==> src/rtl/bcd_seq_converter.sv <==
// bcd_seq_converter: multi-cycle binary-to-BCD converter (shift-and-add-3,
// one input bit per clock) with start/busy/done handshake, sticky overflow
// and optional leading-zero blank mask.
// Optional feature macro: BCD_BLANK_EN (enables the registered digit_blank mask).
module bcd_seq_converter #(
    parameter int BIN_W  = 20,
    parameter int DIGITS = 6
) (
    input  logic                  clock,
    input  logic                  reset,
    input  logic                  start,
    input  logic [BIN_W-1:0]      score_bin,
    output logic                  busy,
    output logic                  done,
    output logic [4*DIGITS-1:0]   score_bcd,
    output logic                  overflow,
    output logic [DIGITS-1:0]     digit_blank
);

    localparam int BCD_W = 4 * DIGITS;
    localparam int CNT_W = $clog2(BIN_W + 1);
    localparam logic [CNT_W-1:0] LAST_CNT = CNT_W'(BIN_W - 1);

    typedef enum logic {IDLE, SHIFT} state_t;

    state_t                state;
    state_t                state_next;
    logic [CNT_W-1:0]      cnt;
    logic [BIN_W-1:0]      shift_reg;
    logic [BCD_W-1:0]      scratch;
    logic                  sticky;

    logic [BCD_W-1:0]      corrected;
    logic [BCD_W-1:0]      scratch_shifted;
    logic                  carry_out;
    logic                  accept;
    logic                  last_shift;

    // Add 3 to every digit that is 5 or more; digits are corrected independently.
    function automatic logic [BCD_W-1:0] add3_correct(input logic [BCD_W-1:0] bcd);
        logic [BCD_W-1:0] res;
        res = bcd;
        for (int k = 0; k < DIGITS; k++) begin
            if (bcd[4*k +: 4] >= 4'd5)
                res[4*k +: 4] = bcd[4*k +: 4] + 4'd3;
        end
        return res;
    endfunction

`ifdef BCD_BLANK_EN
    // Digit k (k>=1) is blanked when it and every digit above it are zero.
    function automatic logic [DIGITS-1:0] blank_mask(input logic [BCD_W-1:0] bcd);
        logic [DIGITS-1:0] mask;
        logic              zero_above;
        mask       = '0;
        zero_above = 1'b1;
        for (int k = DIGITS - 1; k >= 1; k--) begin
            zero_above = zero_above & (bcd[4*k +: 4] == 4'd0);
            mask[k]    = zero_above;
        end
        return mask;
    endfunction
`endif

    // One shift step: correct, shift left, pull in the next input bit.
    always_comb begin
        corrected       = add3_correct(scratch);
        scratch_shifted = {corrected[BCD_W-2:0], shift_reg[BIN_W-1]};
        carry_out       = corrected[BCD_W-1];
        accept          = (state == IDLE) && start;
        last_shift      = (state == SHIFT) && (cnt == LAST_CNT);
    end

    // State register.
    always_ff @(posedge clock or posedge reset) begin
        if (reset)
            state <= IDLE;
        else
            state <= state_next;
    end

    // Next-state logic.
    always_comb begin
        state_next = state;
        case (state)
            IDLE:    if (start) state_next = SHIFT;
            SHIFT:   if (cnt == LAST_CNT) state_next = IDLE;
            default: state_next = IDLE;
        endcase
    end

    // Output decode.
    always_comb begin
        busy = (state == SHIFT);
    end

    // Bit counter and sticky overflow, cleared on accept.
    always_ff @(posedge clock or posedge reset) begin
        if (reset) begin
            cnt    <= '0;
            sticky <= 1'b0;
        end else if (accept) begin
            cnt    <= '0;
            sticky <= 1'b0;
        end else if (state == SHIFT) begin
            cnt    <= cnt + CNT_W'(1);
            sticky <= sticky | carry_out;
        end
    end

    // Datapath shift registers; contents are don't-care until an accept loads them.
    always_ff @(posedge clock) begin
        if (accept) begin
            shift_reg <= score_bin;
            scratch   <= '0;
        end else if (state == SHIFT) begin
            shift_reg <= shift_reg << 1;
            scratch   <= scratch_shifted;
        end
    end

    // Result commit on the final shift, with a one-cycle done pulse.
    always_ff @(posedge clock or posedge reset) begin
        if (reset) begin
            done      <= 1'b0;
            score_bcd <= '0;
            overflow  <= 1'b0;
        end else begin
            done <= last_shift;
            if (last_shift) begin
                score_bcd <= scratch_shifted;
                overflow  <= sticky | carry_out;
            end
        end
    end

`ifdef BCD_BLANK_EN
    // Blank mask registered alongside the committed result.
    always_ff @(posedge clock or posedge reset) begin
        if (reset)
            digit_blank <= {{(DIGITS-1){1'b1}}, 1'b0};
        else if (last_shift)
            digit_blank <= blank_mask(scratch_shifted);
    end
`else
    assign digit_blank = '0;
`endif

endmodule
==> config.mk <==
export PLATFORM = sky130hd
export DESIGN_NAME = bcd_seq_converter
export DESIGN_NICKNAME = d
export VERILOG_FILES = /design/src/rtl/bcd_seq_converter.sv
export SDC_FILE = /design/constraint.sdc
export NUM_CORES = 1
export LEC_CHECK = 0
export BUFFER_PORTS_ARGS = -buffer_cell sky130_fd_sc_hd__buf_2
export CAP_MARGIN = 15
export CORE_ASPECT_RATIO = 1.25
export CORE_UTILIZATION = 41
export DETAILED_ROUTE_END_ITERATION = 7
export PLACE_DENSITY_LB_ADDON = 0.12
export SYNTH_ARGS = -nofsm -noshare
export SYNTH_HDL_FRONTEND = slang
export SYNTH_SLANG_ARGS = --single-unit
==> constraint.sdc <==
create_clock -name clock -period 4.2 [get_ports clock]
set_input_delay 0 -clock clock [delete_from_list [all_inputs] [get_ports clock]]
set_output_delay 0 -clock clock [all_outputs]
set_load 0.05 [all_outputs]
==> results of run 1 <==
==> how the worst min path moves through the flow <==
stage	end	slack, ns
after global routing	scratch[9]$_SDFFE_PP0P_	0.15
after floorplan	busy$_DFF_PP0_	0.13
after detailed placement	score_bcd[8]$_DFFE_PP0P_	0.12
after CTS	scratch[19]$_SDFFE_PP0P_	0.13
after global placement	score_bcd[8]$_DFFE_PP0P_	0.12
final	scratch[19]$_SDFFE_PP0P_	0.13
==> per-layer routing <==
metal | share of wire | track usage | up-vias
li1 | - | - | 1228
met1 | 0.47 | 0.198 | 1116
met2 | 0.48 | 0.259 | 46
met3 | 0.042 | 0.0411 | 8
met4 | 0.012 | 0.0679 | 0
met5 | 0 | 0 | -
==> where the power goes <==
part,switching (uW),internal [uW],total (uW)
Combinational,947,626,1570
Clock,264,301,565
Sequential,241,1130,1370
==> stage by stage <==
step / setup WS [ns] / util / cells
CTS: 2.09 / 0.509 / 485
finish: 2.13 / 0.509 / 485
global placement: 2.12 / 0.459 / 448
global route: 1.94 / 0.509 / 485
detailed placement: 2.12 / 0.459 / 448
floorplan: 2.49 / - / 319
==> final cells by class <==
class	instances	area, sq um
Clock buffer	13	191
Sequential cell	77	1910
Fill cell	762	4090
Multi-Input combinational cell	206	1470
Inverter	17	71.3
Timing Repair Buffer	72	470
Tap cell	97	121
Clock inverter	3	15.0
==> synth_stat cells (all sizes together) <==
master / n / area [sq um]
nand2: 38 / 143
dfrtp: 33 / 826
mux2: 28 / 345
o21ai: 27 / 135
dfxtp: 24 / 480
edfxtp: 20 / 601
a21oi: 18 / 113
inv: 17 / 71.3
o22ai: 17 / 106
buf: 16 / 115
ha: 13 / 163
nor3b: 11 / 82.6
a21o: 8 / 60.1
nand2b: 7 / 43.8
xnor2: 7 / 61.3
and3: 6 / 37.5
mux2i: 6 / 60.1
nor2: 4 / 17.5
clkbuf: 3 / 11.3
nand3: 3 / 15.0
and2: 2 / 12.5
xor2: 2 / 17.5
conb: 1 / 3.75
nand4: 1 / 21.3
nor3: 1 / 5.00
o31ai: 1 / 7.51
==> cells by family (layout without fill, tap and decap cells) <==
logic type,after synthesis,in the layout,share of synthesized area
adder cells (fa/ha/maj),13,13,0.0458
AO/OA/AOI/OAI,71,71,0.119
XOR/XNOR,9,9,0.0222
multiplexers,34,34,0.114
flip-flops,77,77,0.536
other,1,6,0.00105
buffers and inverters,36,105,0.0556
AND/OR/NAND/NOR,73,73,0.106
==> critical path, delay by kind of cell, from the launching register on <==
kind	cells	cell delay [ns]
buf+inv	1	0.30
flops	1	0.74
mux	1	0.32
simple gates	1	0.58
==> placed cells by master (no fill, tap or decap), drive strengths merged, types with 2 or more instances in the layout <==
master / Yosys / routed
a21o: 8 / 8
a21oi: 18 / 18
and2: 2 / 2
and3: 6 / 6
buf: 16 / 51
clkbuf: 3 / 13
clkinv: 0 / 3
conb: 1 / 6
dfrtp: 33 / 33
dfxtp: 24 / 24
dlygate4sd3: 0 / 21
edfxtp: 20 / 20
ha: 13 / 13
inv: 17 / 17
mux2: 28 / 28
mux2i: 6 / 6
nand2: 38 / 38
nand2b: 7 / 7
nand3: 3 / 3
nor2: 4 / 4
nor3b: 11 / 11
o21ai: 27 / 27
o22ai: 17 / 17
xnor2: 7 / 7
xor2: 2 / 2
==> results by group, run 1 <==
Worst setup path
  • Reg2Reg Capture Point: score_bcd[10]$_DFFE_PP0P_
  • Source of the worst register-to-register timing path: busy$_DFF_PP0_
  • R2r setup slk: 2.13 ns
  • Crit path capture: score_bcd[10]$_DFFE_PP0P_
  • CP peak stage delay: 0.74 ns
  • Worst path slowest cell: dfrtp_1
  • Critical path class: reg2reg
  • CP startpoint kind: flop
  • Setup crit end kind: flop
  • Req. time, crit path: 4.42 ns
  • CP arrival: 2.29 ns
  • R2R depth: 3
  • Crit path max fanout: 34
  • Worst setup startpoint: busy$_DFF_PP0_
  • Critical path, cell by cell: nand4_4 -> inv_8 -> mux2_4

CTS
  • Setup Buffers After CTS: 0
  • Htree depth: 3
  • Clk_lat worst skew: 0.34 ns
  • CTS buffer count: 9
  • CTS tree: done
  • Hold_buf cts: 21
  • Clock Path Buffers: 2
  • Clk slew on worst S/H paths: 0.09 ns
  • Clk root buf: clkbuf_8
  • # resized after CTS: 0
  • Sink Count: 77

Global routing
  • Initial antenna violation count: 0
  • GR Overflow Total: 0
  • Largest net degree at the start of global routing: 46
  • GRT Overall Usage: 0.158
  • First-pass GRT wire length: 11,100 microns
  • Vias in the first global route: 2,374

Yosys
  • Synthesized area: 3550 sq um
  • Seq/Total Area, Yosys: 0.536
  • Syn_area_per_cell: 11.3 sq um
  • Post-synth cell types: 34
  • Yosys reg bits: 77
  • Ys Warns: 0
  • Gate count of the mapped netlist: 314

STA
  • Max_slew headroom: 0.497
  • Post-Route Hold Slack: 0.134 ns
  • Final setup TNS: 0 ns
  • Final min period: 2.07 ns
  • Final hold vios: 0
  • Slew @ Worst Pin: 0.754 ns
  • RSZ-0062 raised after global routing: false
  • Fin. max-slew vios: 0
  • Period utilization: 0.494
  • Achievable Freq: 0.482 GHz
  • Clock Skew: 0.0165 ns
  • Number of endpoints failing setup at the final stage: 0

Power and ir drop
  • Overall Power: 3510 uW
  • VDD IR-drop max: 0.328 mV
  • Pwr dens: 827 nW/um^2
  • Leak: 0.00193 uW

Place
  • Port Buffers: 49
  • Final HPWL DP: 4230 microns
  • Global placement routability congestion: 0.754
  • DP Area: 3830 sq um

Layout
  • Area Overhead vs Synth: 19.4%
  • # nets final: 419
  • Post-route cell area: 4250 sq um
  • Share of cells above drive strength 1: 0.271
  • Antenna fix cells: 0

Route
  • Final routed DRC violation total: 0
  • Drt pass-1 iters: 4
  • Routed vias/inst: 4.94
  • Routed length per instance: 13.5 microns
  • Routed vias: 2,398
  • Post-Route WL: 6530 microns
  • Antenna viol nets, final: 0
  • Number of DRC markers in iteration 0: 78

Min path
  • Hold Crit Start: start
  • Tightest Hold Check Type: in2reg
  • Hold depth: 2

Floorplan
  • IO Pins: 56
  • Chip height: 106 microns
  • Rows: 37
  • Starting Density: 0.427
  • Core Footprint: 8330 sq um
  • Die area: 9050 sq um
  • Die Wd: 85.3 microns

Flow run
  • MaxCap Viol Count: 0

Status
  • Status: complete, no violations
Note: power is estimated with default switching activity, not from simulation.
==> inputs of run 2 (changes only) <==
==> constraint.sdc (replaced) <==
create_clock -name clock -period 2 [get_ports clock]
set_input_delay 0 -clock clock [delete_from_list [all_inputs] [get_ports clock]]
set_output_delay 0 -clock clock [all_outputs]
set_load 0.05 [all_outputs]
==> run 2 against run 1 <==
Effect of this change:
- routed wire length increased by 4.8%
- via count increased by 0.88%
- clock skew decreased by 0.0074 ns
- maximum frequency increased by 30%
- largest cell class unchanged
- global-route usage increased by 0.89 points
- die area unchanged
- largest power group unchanged
- critical path type unchanged
- register-to-register slack got worse by 1.7 ns
- first-iteration DRC count increased by 55%
==> results by group, run 2 (same netlist as run 1, synthesis figures left out) <==
Status
  • Status: complete, no violations

STA
  • Clock Skew: 0.00903 ns (-0.00742 ns)
  • Final setup TNS: 0 ns (unchanged)
  • RSZ-0062 raised after global routing: false
  • Fin. max-slew vios: 0 (unchanged)
  • Number of endpoints failing setup at the final stage: 0 (unchanged)
  • Final hold vios: 0 (unchanged)
  • Period utilization: 0.800 (+0.306)
  • Achievable Freq: 0.625 GHz (+30%)
  • Final min period: 1.60 ns (-0.474 ns)

Layout
  • Share of cells above drive strength 1: 0.279 (+0.00857)
  • # nets final: 425 (+1.4%)
  • Commonest cells after routing, fill and taps aside: buf_2 (49), nand2_1 (38), dfrtp_1 (33)
  • Antenna fix cells: 0 (unchanged)
  • Most common cell after layout, fill and taps aside: buf_2
  • Area Overhead vs Synth: 21.5%
  • Post-route insts no fill: 491 (+1.2%)

Global routing
  • GRT Overall Usage: 0.167 (+0.00885)
  • Vias in the first global route: 2,431 (+2.4%)
  • First-pass GRT wire length: 11,800 microns (+5.8%)
  • Initial antenna violation count: 0 (unchanged)
  • Largest net degree at the start of global routing: 34 (-26%)
  • GR Overflow Total: 0 (unchanged)

Place
  • Global placement routability congestion: 0.770 (+2.0%)
  • Port Buffers: 49 (unchanged)
  • Final HPWL DP: 4450 microns (+5.2%)
  • Placed Instances: 454 (+1.3%)

CTS
  • Setup Buffers After CTS: 0 (unchanged)
  • Clk slew on worst S/H paths: 0.07 ns (-0.02 ns)
  • CTS tree: done
  • Clk_lat worst skew: 0.34 ns (about the same)
  • Htree depth: 3 (unchanged)
  • CTS buffer count: 9 (unchanged)
  • Clk root buf: clkbuf_8
  • Sink Count: 77 (unchanged)
  • Clock Path Buffers: 2 (unchanged)

Floorplan
  • Chip height: 106 microns (unchanged)
  • Rows: 37 (unchanged)
  • Starting Density: 0.427 (unchanged)
  • Die area: 9050 sq um (unchanged)
  • Die Wd: 85.3 microns (unchanged)
  • IO Pins: 56 (unchanged)
  • Core Footprint: 8330 sq um (unchanged)

Power and ir drop
  • Pwr dens: 1770 nW/um^2 (+110%)
  • Leak: 0.00197 uW (+1.9%)
  • VDD IR-drop max: 0.585 mV (+78%)

Route
  • Post-Route WL: 6850 microns (+4.8%)
  • Routed length per instance: 13.9 microns (+3.5%)
  • Routed vias: 2,419 (+0.88%)
  • Drt pass-1 iters: 4 (unchanged)
  • Final routed DRC violation total: 0 (unchanged)
  • Antenna viol nets, final: 0 (unchanged)
  • Routed vias/inst: 4.93 (-0.36%)
  • Number of DRC markers in iteration 0: 121 (+55%)

Min path
  • WHS Endpoint: cnt[0]$_DFFE_PP0P_
  • Tightest Hold Check Type: in2reg
  • Hold depth: 4 (+2)
  • Hold Crit Start: start

Worst setup path
  • Critical path, cell by cell: ha_1 -> nand4_4 -> inv_8 -> mux2_4
  • Reg2Reg Capture Point: score_bcd[2]$_DFFE_PP0P_
  • Worst path slowest cell: dfrtp_1
  • R2R depth: 4 (+1)
  • Critical path class: reg2reg
  • Source of the worst register-to-register timing path: cnt[0]$_DFFE_PP0P_
  • R2r setup slk: 0.40 ns (-1.73 ns)
  • Setup crit end kind: flop
  • CP arrival: 1.83 ns (-0.46 ns)
  • Crit path max fanout: 15 (-56%)
  • Req. time, crit path: 2.23 ns (-2.19 ns)
  • CP peak stage delay: 0.39 ns (-0.35 ns)
  • CP startpoint kind: flop

Flow run
  • MaxCap Viol Count: 0 (unchanged)
run 2: changes by cell type in the layout (fill, tap and decap cells not counted), sizes merged:
cell,before,now
buf,51,57
clkinv,3,1
bufinv,0,2
run 2: through the flow:
step           total power (uW)  hold slack (ns)  cell area [sq um]  utilization  setup WS, ns
2_1_floorplan              5550            0.129               3570            -         0.288
3_3_place_gp               6180            0.118               3870        0.465         0.430
3_5_place_dp               6270            0.123               3870        0.465         0.395
4_1_cts                    7700           0.0655               4320        0.518         0.388
5_1_grt                    8190            0.115               4320        0.518         0.282
6_report                   7630           0.0748               4320        0.518         0.401
run 2: worst max-delay path, delay by kind of cell, from the launching register on:
| family | cells | cell delay, ns |
|---|---|---|
| flops | 1 | 0.39 |
| mux | 1 | 0.31 |
| simple gates | 1 | 0.29 |
| fa+ha+maj | 1 | 0.27 |
| buf+inv | 1 | 0.22 |
run 2: where the power goes:
| part | internal (uW) | total [uW] | switching (uW) |
|---|---|---|---|
| Sequential | 2380 | 2870 | 493 |
| Combinational | 1340 | 3380 | 2040 |
| Clock | 813 | 1380 | 563 |
run 2: worst max-delay path by stage:
stage | depth (start not counted) | startpoint | endpoint
3_3_place_gp | 3 | busy$_DFF_PP0_ | shift_reg[14]$_DFFE_PP_
3_5_place_dp | 4 | cnt[0]$_DFFE_PP0P_ | score_bcd[22]$_DFFE_PP0P_
4_1_cts | 4 | cnt[0]$_DFFE_PP0P_ | score_bcd[2]$_DFFE_PP0P_
2_1_floorplan | 3 | busy$_DFF_PP0_ | shift_reg[0]$_SDFFCE_PN0P_
6_report | 4 | cnt[0]$_DFFE_PP0P_ | score_bcd[2]$_DFFE_PP0P_
5_1_grt | 4 | cnt[0]$_DFFE_PP0P_ | score_bcd[10]$_DFFE_PP0P_
run 2: timing repair:
item | 4_1_cts | 5_1_grt
endpoints found under the hold margin | 53 | 0
hold buffers | 21 | 0
resized for setup | 0 | 0
run 2: area by class of cell:
class / instances / area, sq um
tap: 97 / 121
timing repair buffer: 78 / 515
inverter: 17 / 71.3
sequential: 77 / 1910
multi-input combinational: 206 / 1470
clock buffer: 13 / 170
fill: 760 / 4010
clock inverter: 3 / 65.1
run 2: routing by layer:
layer  GRT usage  wire length, microns
met5           0                     0
met4      0.0571                    87
met3      0.0450                   266
met2       0.277                  3280
met1       0.211                  3210
